[src/rtl/prog_counter_gen2.sv]
// prog_counter_gen2: parametrised programmable up/down counter with a clock
// prescaler, programmable terminal value and three terminal-count modes
// (wrap, saturate, one-shot).
//
// Ports:
//   clk, rst_n   clock and asynchronous active-low reset
//   ena          project select; low freezes all state and forces tc low
//   load         synchronous load of load_val (highest priority)
//   load_val     value loaded on load
//   cnt_en       enables the prescaler and therefore counting
//   up_dn        1 = count up, 0 = count down
//   mode         00 wrap, 01 saturate, 10 one-shot, 11 wrap
//   limit        terminal value when counting up, reload value for down-wrap
//   prescale     prescaler divide minus one
//   drive_en     output enable for the bus copy
//   count        registered count
//   count_oe     {WIDTH{drive_en}}, combinational
//   at_term      count == limit (up) or count == 0 (down), combinational
//   tc           registered one-cycle terminal-count pulse
//   done         sticky one-shot completion flag
module prog_counter_gen2 #(
  parameter int WIDTH      = 8,
  parameter int PRESCALE_W = 4
) (
  input  logic                  clk,
  input  logic                  rst_n,
  input  logic                  ena,
  input  logic                  load,
  input  logic [WIDTH-1:0]      load_val,
  input  logic                  cnt_en,
  input  logic                  up_dn,
  input  logic [1:0]            mode,
  input  logic [WIDTH-1:0]      limit,
  input  logic [PRESCALE_W-1:0] prescale,
  input  logic                  drive_en,
  output logic [WIDTH-1:0]      count,
  output logic [WIDTH-1:0]      count_oe,
  output logic                  at_term,
  output logic                  tc,
  output logic                  done
);

  typedef enum logic [1:0] {
    MODE_WRAP     = 2'b00,
    MODE_SAT      = 2'b01,
    MODE_ONESHOT  = 2'b10,
    MODE_WRAP_ALT = 2'b11
  } mode_t;

  localparam logic [WIDTH-1:0]      ONE_CNT = 1;
  localparam logic [PRESCALE_W-1:0] ONE_PRE = 1;

  mode_t                 mode_e;
  logic [PRESCALE_W-1:0] pre_cnt;
  logic [PRESCALE_W-1:0] pre_cnt_nxt;
  logic [WIDTH-1:0]      count_nxt;
  logic                  tc_nxt;
  logic                  done_nxt;
  logic                  tick;
  logic                  term_evt;

  assign mode_e   = mode_t'(mode);
  assign count_oe = {WIDTH{drive_en}};
  assign at_term  = up_dn ? (count == limit) : (count == '0);

  // The prescaler only compares for equality, so a prescale lowered below
  // pre_cnt lets pre_cnt run to all-ones and wrap before it matches again.
  assign tick     = cnt_en && (pre_cnt == prescale);
  assign term_evt = tick && at_term;

  // Next-state logic. tc defaults low so it can only ever be a single-cycle
  // pulse following a wrap or one-shot terminal event.
  always_comb begin
    count_nxt   = count;
    pre_cnt_nxt = pre_cnt;
    tc_nxt      = 1'b0;
    done_nxt    = done;
    if (ena) begin
      if (load) begin
        count_nxt   = load_val;
        pre_cnt_nxt = '0;
        done_nxt    = 1'b0;
      end else begin
        if (cnt_en) begin
          pre_cnt_nxt = tick ? '0 : (pre_cnt + ONE_PRE);
        end
        // Once a one-shot has completed, ticks are swallowed until reload.
        if (tick && !done) begin
          if (term_evt) begin
            case (mode_e)
              MODE_SAT: begin
                count_nxt = count;
              end
              MODE_ONESHOT: begin
                done_nxt = 1'b1;
                tc_nxt   = 1'b1;
              end
              default: begin
                count_nxt = up_dn ? '0 : limit;
                tc_nxt    = 1'b1;
              end
            endcase
          end else begin
            // Plain modulo step; an up count above limit wraps silently.
            count_nxt = up_dn ? (count + ONE_CNT) : (count - ONE_CNT);
          end
        end
      end
    end
  end

  always_ff @(posedge clk or negedge rst_n) begin
    if (!rst_n) begin
      count   <= '0;
      pre_cnt <= '0;
      tc      <= 1'b0;
      done    <= 1'b0;
    end else begin
      count   <= count_nxt;
      pre_cnt <= pre_cnt_nxt;
      tc      <= tc_nxt;
      done    <= done_nxt;
    end
  end

endmodule

[config.mk]
export PLATFORM = sky130hd
export DESIGN_NAME = prog_counter_gen2
export DESIGN_NICKNAME = d
export VERILOG_FILES = /design/src/rtl/prog_counter_gen2.sv
export SDC_FILE = /design/constraint.sdc
export NUM_CORES = 1
export LEC_CHECK = 0
export BUFFER_PORTS_ARGS = -buffer_cell sky130_fd_sc_hd__buf_2
export CORE_MARGIN = 3
export CORE_UTILIZATION = 45
export CTS_CLUSTER_SIZE = 14
export DETAILED_ROUTE_END_ITERATION = 6
export GPL_TIMING_DRIVEN = 0
export MAX_ROUTING_LAYER = met4
export PLACE_DENSITY = 0.78
export SLEW_MARGIN = 20
export SYNTH_ARGS = -nofsm -noshare
export SYNTH_HDL_FRONTEND = slang
export SYNTH_SLANG_ARGS = --single-unit
[constraint.sdc]
create_clock -name clk -period 3.67 [get_ports clk]
set_input_delay 0.367 -clock clk [delete_from_list [all_inputs] [get_ports clk]]
set_output_delay 0.367 -clock clk [all_outputs]
set_load 0.01 [all_outputs]
==> results of run 1 <==
## worst register-to-register path: stages, from the launching register on
cell      delay [ns]
dfrtp_1         0.49
fa_1            0.49
a211oi_1        0.30
o21bai_1        0.13
a21oi_1         0.20
xnor2_1         0.08
o21ai_0         0.15
a21boi_1        0.09
## where the power goes
part | internal (mW) | switching [mW] | total (mW) | leakage (nW)
sequential | 0.175 | 0.0371 | 0.212 | 0.172
clock | 0.0604 | 0.0552 | 0.116 | 0.0210
combinational | 0.130 | 0.131 | 0.261 | 0.575
total | 0.366 | 0.223 | 0.589 | 0.767
## cells by family (layout without fill, tap and decap cells)
family | count (synthesis) | in the layout | synth area share [%]
buffers and inverters | 19 | 70 | 7.74
and+or+nand+nor | 42 | 42 | 16.6
xor gates and xnor gates | 19 | 19 | 12.3
AOI/OAI and AO/OA | 47 | 47 | 26.3
adders and majority gates | 10 | 10 | 9.77
DFF | 14 | 14 | 25.8
muxes | 2 | 2 | 1.57
## registers in the layout (all words and copies together) (netlist names)
name	flops
tc	1
done	1
count	8
pre_cnt	4
## area by class of cell
| class | instances | area, um^2 | area share [%] |
|---|---|---|---|
| Buffer | 11 | 75.1 | 4.49 |
| Clock buffer | 4 | 36.3 | 2.17 |
| Inverter | 8 | 30.0 | 1.80 |
| Multi-Input combinational cell | 120 | 902 | 53.9 |
| Sequential cell | 14 | 350 | 20.9 |
| Tap cell | 31 | 38.8 | 2.32 |
| Timing Repair Buffer | 47 | 240 | 14.4 |
## metrics by stage
step                      cells  hold WS [ns]  setup WS [ns]  area [um^2]  power, mW
final                       235         0.361           1.48         1670      0.589
after global routing        235         0.365           1.39         1670      0.630
after CTS                   235         0.360           1.49         1670      0.593
after detailed placement    230         0.292           1.32         1630      0.475
after global placement      230         0.279           1.35         1630      0.463
after floorplan             153        0.0714           1.72         1360      0.391
## layer usage
layer / GRT usage (%) / up-vias / wire (um)
met5: - / - / 0
met4: 6.50 / 0 / 43
met3: 2.77 / 6 / 187
met2: 36.2 / 52 / 1720
met1: 23.8 / 640 / 1540
li1: - / 653 / -
## synthesized netlist by cell type, types with 2 or more instances
cell      instances  area (um^2)
a21o_1            2         15.0
a21oi_1           9         45.0
a31oi_1           3         18.8
and2_1            3         18.8
and3_1            2         12.5
buf_4             9         67.6
clkbuf_1          2         7.51
dfrtp_1          14          350
ha_1              9          113
inv_1             8         30.0
nand2_1           8         30.0
nand3_1           7         35.0
nand3b_1          2         15.0
nor2_1            8         30.0
nor2b_1           3         18.8
nor4_1            2         12.5
o21ai_0           8         40.0
o21bai_1          2         15.0
o221a_1           3         33.8
o221a_2           4         45.0
o22ai_1           2         12.5
xnor2_1          14          123
xor2_1            5         43.8
## cells in the final DEF, fill, tap and decap left out, types with 2 or more instances in the layout
master / instances
xnor2_1: 14
o21ai_0: 8
a21o_1: 2
buf_4: 9
o22ai_1: 2
nor2_1: 8
and2_1: 3
buf_2: 46
o221a_1: 3
dfrtp_1: 14
a31oi_1: 3
and3_1: 2
nand3_1: 7
nor2b_1: 3
xor2_1: 5
nor4_1: 2
o221a_2: 4
clkbuf_4: 3
o21bai_1: 2
nand3b_1: 2
a21oi_1: 9
clkbuf_1: 2
nand2_1: 8
ha_1: 9
inv_1: 8
## final timing paths
path	endpoint	slack [ns]	cells after the start
min	count[3]	0.36	2
max in group asynchronous	count[5]	2.92	2
max reg2reg	count[6]	1.62	7
min in group asynchronous	tc	0.50	2
min reg2reg	pre_cnt[0]	0.58	1
max	at_term	1.48	5
==> results by group, run 1 <==
Run status
  – Status: completed

Global route
  – Aggregate global-route resource usage: 20.5%
  – First-pass GRT wire length: 5.45 mm
  – Number of global-route vias before repair: 1268
  – Total overflow reported by the global router: 0
  – Pin count of the biggest net entering global routing: 15
  – Initial antenna violation count: 0

Clocking
  – PostCTS Resize Cnt: 0
  – Worst-Skew Late Latency: 0.29 ns
  – Setup Fix Bufs, Post-CTS: 0
  – Bufs on Longest Clock Path: 2
  – CTS buffer count: 3
  – Clk slew on worst S/H paths: 0.09 ns
  – H-Tree Depth: 1
  – CTS tree: done
  – # clock sinks: 14
  – Root Driver: clkbuf_4
  – Hold-fix buffers, CTS: 1

Worst setup path
  – Setup crit start: count[0]
  – CP max stage cell: dfrtp_1
  – Crit path capture type: output pin
  – Worst Path Arrival: 1.82 ns
  – CP startpoint kind: flop
  – Worst path bufs/invs: 2
  – Required time worst endpoint: 3.30 ns
  – Crit-path max FO: 10
  – Crit-path cells: xnor2_1, nand4_1, o31ai_4, buf_4, buf_2
  – Crit Path Class: flop to output pin
  – Critical path's largest stage delay: 0.49 ns
  – RR Startpoint: count[0]
  – Largest delay share family, worst path: flip-flops

Floorplan
  – Initial Util: 48.4%
  – Die Wd: 60.9 um
  – Die H: 60.9 um
  – DIE AREA: 3710 um^2
  – Site Rows: 19
  – I/O pin total: 48
  – Core area: 2810 um^2

Place
  – PortBufs: 46
  – Detailed placer's ending HPWL: 2.80 mm
  – Routability cong.: 0.825

Synthesis
  – Post-synthesis async set-or-reset flop share: 100%
  – Distinct cells, synth: 47
  – Most used flip-flop cell after synthesis: dfrtp_1
  – Ys Warns: 0
  – EDFF count, synth: 0
  – #FFs+latches synth: 14
  – Post-Synthesis Cells: 153
  – Mapped cell area: 1360 um^2
  – Syn Area/Cell: 8.87 um^2
  – Post-Syn Nets: 192
  – Seq/Total Area, Yosys: 25.8%

Final layout
  – Fillers: 268
  – Final Util: 59.6%
  – Antenna diodes: 0
  – Area Overhead vs Synth: 23.2%
  – Nets: 244
  – Layout cells sized above 1: 34.8%

Min path
  – HP Start: load_val[3]
  – Hold Path Class: input port to flop

Job
  – Maxcap violations: 0

STA
  – Max-slew headroom: 69.6%
  – Final Skew: 0.00398 ns
  – Tcrit/Tclk final: 59.7%
  – RSZ-0062 raised after global routing: no
  – Fin crit period: 2.19 ns
  – Fin. Hold Viols: 0
  – Setup TNS: 0 ns
  – F_max: 456 MHz
  – Worst-Margin Slew: 0.456 ns
  – Final setup vio count: 0
  – Max-slew violations: 0

Detailed routing
  – Drt via density: 5.75
  – First DRT Iteration DRCs: 80
  – Vias after detailed routing: 1351
  – Drt pass-1 iters: 4
  – Antenna-violating nets left: 0
  – Average wire per standard cell: 14.8 um
  – DRC violations left: 0
  – Routed wire length: 3.48 mm

Power and ir drop
  – Leakage power: 0.767 nW
  – Worst VDD drop: 164 uV
  – Pwr per Cell Area: 352 nW/um^2
No activity file was read; power rests on OpenSTA's default activity.
==> inputs of run 2 (changes only) <==
Settings changed: ABC_AREA from default to 1, PLACE_DENSITY 0.78 to 0.8.
Clock period 3.67 ns to 1.86 ns, I/O delays scaled along.
==> run 2 against run 1 <==
Against the previous run:
- sequential share of layout area down 2.7 points
- design area up 17%
- core utilization up 2.3 points
- non-clock buffer count up 9
- critical endpoint is now count[6]
- largest cell class unchanged
==> results by group, run 2 <==
Detailed routing
  – First DRT Iteration DRCs: 70 (-13%)
  – Routed wire length: 3.62 mm (+3.8%)
  – Drt via density: 4.62 (-20%)
  – DRC violations left: 0 (unchanged)
  – Vias after detailed routing: 1556 (+15%)
  – Antenna-violating nets left: 0 (unchanged)
  – Average wire per standard cell: 10.7 um (-28%)
  – Drt pass-1 iters: 4 (unchanged)

Synthesis
  – Post-Syn Nets: 275 (+43%)
  – Main combinational cell family by area after synthesis: simple AND/OR/NAND/NOR gates
  – Post-synthesis mux area share: 0% (-1.6 points)
  – EDFF count, synth: 0 (unchanged)
  – Syn Area/Cell: 6.47 um^2 (-27%)
  – Ys Warns: 0 (unchanged)
  – Synth area leader: dfrtp_1
  – Area share of the largest cell type after synthesis: 23.0% (-2.9 points)
  – XOR/XNOR Fraction of Synth Area: 5.16% (-7.1 points)
  – Post-Synth Adder-Cell Area: 8.69% (-1.1 points)
  – Most used flip-flop cell after synthesis: dfrtp_1
  – Simple-gate area share of the yosys netlist: 40.0% (+23 points)
  – Top cells by count, synth: nand2_1 (68), nor2_1 (35), inv_1 (27), nand3_1 (23), dfrtp_1 (14)
  – Distinct cells, synth: 36 (-23%)
  – Synth Area in Compound Gates: 9.10% (-17 points)
  – #FFs+latches synth: 14 (unchanged)
  – Post-synthesis async set-or-reset flop share: 100% (unchanged)
  – Most numerous cell in the Yosys netlist: nand2_1
  – Mapped cell area: 1530 um^2 (+12%)
  – Top cells by area, synth: dfrtp_1 (23%), nand2_1 (17%), nor2_1 (8.6%)
  – Seq/Total Area, Yosys: 23.0% (-2.9 points)
  – Post-Synthesis Cells: 236 (+54%)

Floorplan
  – Die H: 64.2 um (+5.4%)
  – Core area: 3150 um^2 (+12%)
  – I/O pin total: 48 (unchanged)
  – Die Wd: 64.2 um (+5.4%)
  – DIE AREA: 4130 um^2 (+11%)
  – Initial Util: 48.4% (about the same)
  – Site Rows: 20 (+1)

Place
  – PortBufs: 46 (unchanged)
  – Dpl ws: -0.0605 ns (-1.38 ns)
  – Detailed placer's ending HPWL: 2.86 mm (+2.1%)
  – Routability cong.: 0.787 (-4.5%)
  – Placed standard-cell area: 1810 um^2 (+11%)

Final layout
  – Fillers: 294 (+9.7%)
  – Area Overhead vs Synth: 28.0%
  – Largest register FFs: 8 (unchanged)
  – Nets: 334 (+37%)
  – Fin area: 1950 um^2 (+17%)
  – Layout cells sized above 1: 31.4% (-3.4 points)
  – Commonest non-fill, non-tap cells in the layout: nand2_1 (67), buf_2 (47), nor2_1 (35)
  – Most common cell after layout, fill and taps aside: nand2_1
  – Antenna diodes: 0 (unchanged)
  – Largest regs: count x8, pre_cnt x4
  – Most flops, register: count

Power and ir drop
  – Pwr per Cell Area: 830 nW/um^2 (+140%)
  – Worst VDD drop: 493 uV (+200%)
  – Pwr Total: 1.62 mW (+180%)
  – Leakage power: 1.14 nW (+48%)

Global route
  – Total overflow reported by the global router: 0 (unchanged)
  – Aggregate global-route resource usage: 18.2% (-2.3 points)
  – Number of global-route vias before repair: 1390 (+9.6%)
  – First-pass GRT wire length: 5.98 mm (+9.7%)
  – Pin count of the biggest net entering global routing: 15 (unchanged)
  – Initial antenna violation count: 0 (unchanged)

Clocking
  – H-Tree Depth: 1 (unchanged)
  – CTS buffer count: 3 (unchanged)
  – Worst-Skew Late Latency: 0.27 ns (-0.02 ns)
  – # clock sinks: 14 (unchanged)
  – CTS tree: done
  – Root Driver: clkbuf_4
  – Clk slew on worst S/H paths: 0.08 ns (about the same)
  – Bufs on Longest Clock Path: 2 (unchanged)

STA
  – Setup TNS: 0 ns (unchanged)
  – Fin crit period: 1.77 ns
  – Worst-Margin Slew: 0.456 ns (+0.000466 ns)
  – PnR worst setup slack: 0.0916 ns (-1.39 ns)
  – Max-slew violations: 0 (unchanged)
  – Tcrit/Tclk final: 95.1%
  – Final setup vio count: 0 (unchanged)
  – Max-slew headroom: 69.6% (about the same)
  – Final Skew: 0.00222 ns (-0.00176 ns)
  – Fin. Hold Viols: 0 (unchanged)
  – F_max: 565 MHz

Worst setup path
  – Worst Reg-to-Reg Cells: 10 (+3)
  – Crit path capture type: flop
  – Required time worst endpoint: 2.03 ns (-1.27 ns)
  – Crit Path Class: flop to flop
  – Worst Path Arrival: 1.94 ns (+0.12 ns)
  – CP startpoint kind: flop
  – RR Startpoint: count[0]
  – Setup crit start: count[0]
  – Crit-path max FO: 5 (-5)
  – R2R setup slack: 0.09 ns (-1.53 ns)

Min path
  – HP Start: load
  – Hold Path Class: input port to flop
  – Min-Delay Path Depth: 4 (+2)

Job
  – Maxcap violations: 0 (unchanged)

Run status
  – Status: completed
==> run 2: final timing paths <==
path | endpoint
worst max-delay path | count[6]
min in group asynchronous | count[3]
worst min register to register | count[5]
max in group asynchronous | count[7]
worst min-delay path | pre_cnt[2]
worst max register to register | count[6]
==> run 2: final cells by class <==
type	instances	area (um^2)	area share (%)
repair buffers	54	297	15.2
plain buffers	13	103	5.25
clock buffers	3	22.5	1.15
well taps	44	55.1	2.82
flip-flops and latches	14	357	18.2
inverters	31	116	5.95
multi-input cells	178	1000	51.4
==> run 2: repair_timing <==
item                                   in CTS  in global routing
pin swaps                                   1                  2
setup endpoints to repair                   1                  7
endpoints found under the hold margin      14                  0
hold buffers                                1                  0
resized for setup                           2                 13
buffers inserted                            4                  3
gates cloned                                0                  0
==> run 2: cells by family after synthesis <==
family	after synthesis
AOI/OAI and AO/OA	20
buffers and inverters	44
adders and majority gates	10
xor gates and xnor gates	9
and+or+nand+nor	139
DFF	14
==> run 2: power by group <==
| group | internal [mW] | total, mW | switching (mW) |
|---|---|---|---|
| registers | 0.387 | 0.497 | 0.110 |
| logic | 0.440 | 0.958 | 0.517 |
| clock network | 0.0750 | 0.168 | 0.0926 |
| total | 0.902 | 1.62 | 0.720 |
==> run 2: per-layer routing <==
layer,part of all wire [%],GRT usage (%),up-vias
met5,0,-,-
met4,0.11,1.58,0
met3,6.2,5.10,2
met2,46,29.6,38
met1,48,23.5,672
li1,-,-,844
==> run 2: metrics by stage <==
step | util (%) | hold slack (ns) | instances
after floorplan | - | -0.110 | 236
after global placement | 57.5 | 0.0945 | 326
after detailed placement | 57.5 | 0.0965 | 326
after CTS | 59.5 | 0.222 | 334
after global routing | 62.0 | 0.245 | 337
final | 62.0 | 0.227 | 337
==> run 2: worst max-delay path: stages (launching register included) <==
cell and delay, ns:
dfrtp_2 0.46, fa_1 0.44, nand3_1 0.09, nand3_1 0.11, nand3_1 0.09, nand2_1 0.07
xor2_1 0.15, nand2_1 0.07, nand3_1 0.06, nand2_1 0.09, nand2_1 0.04
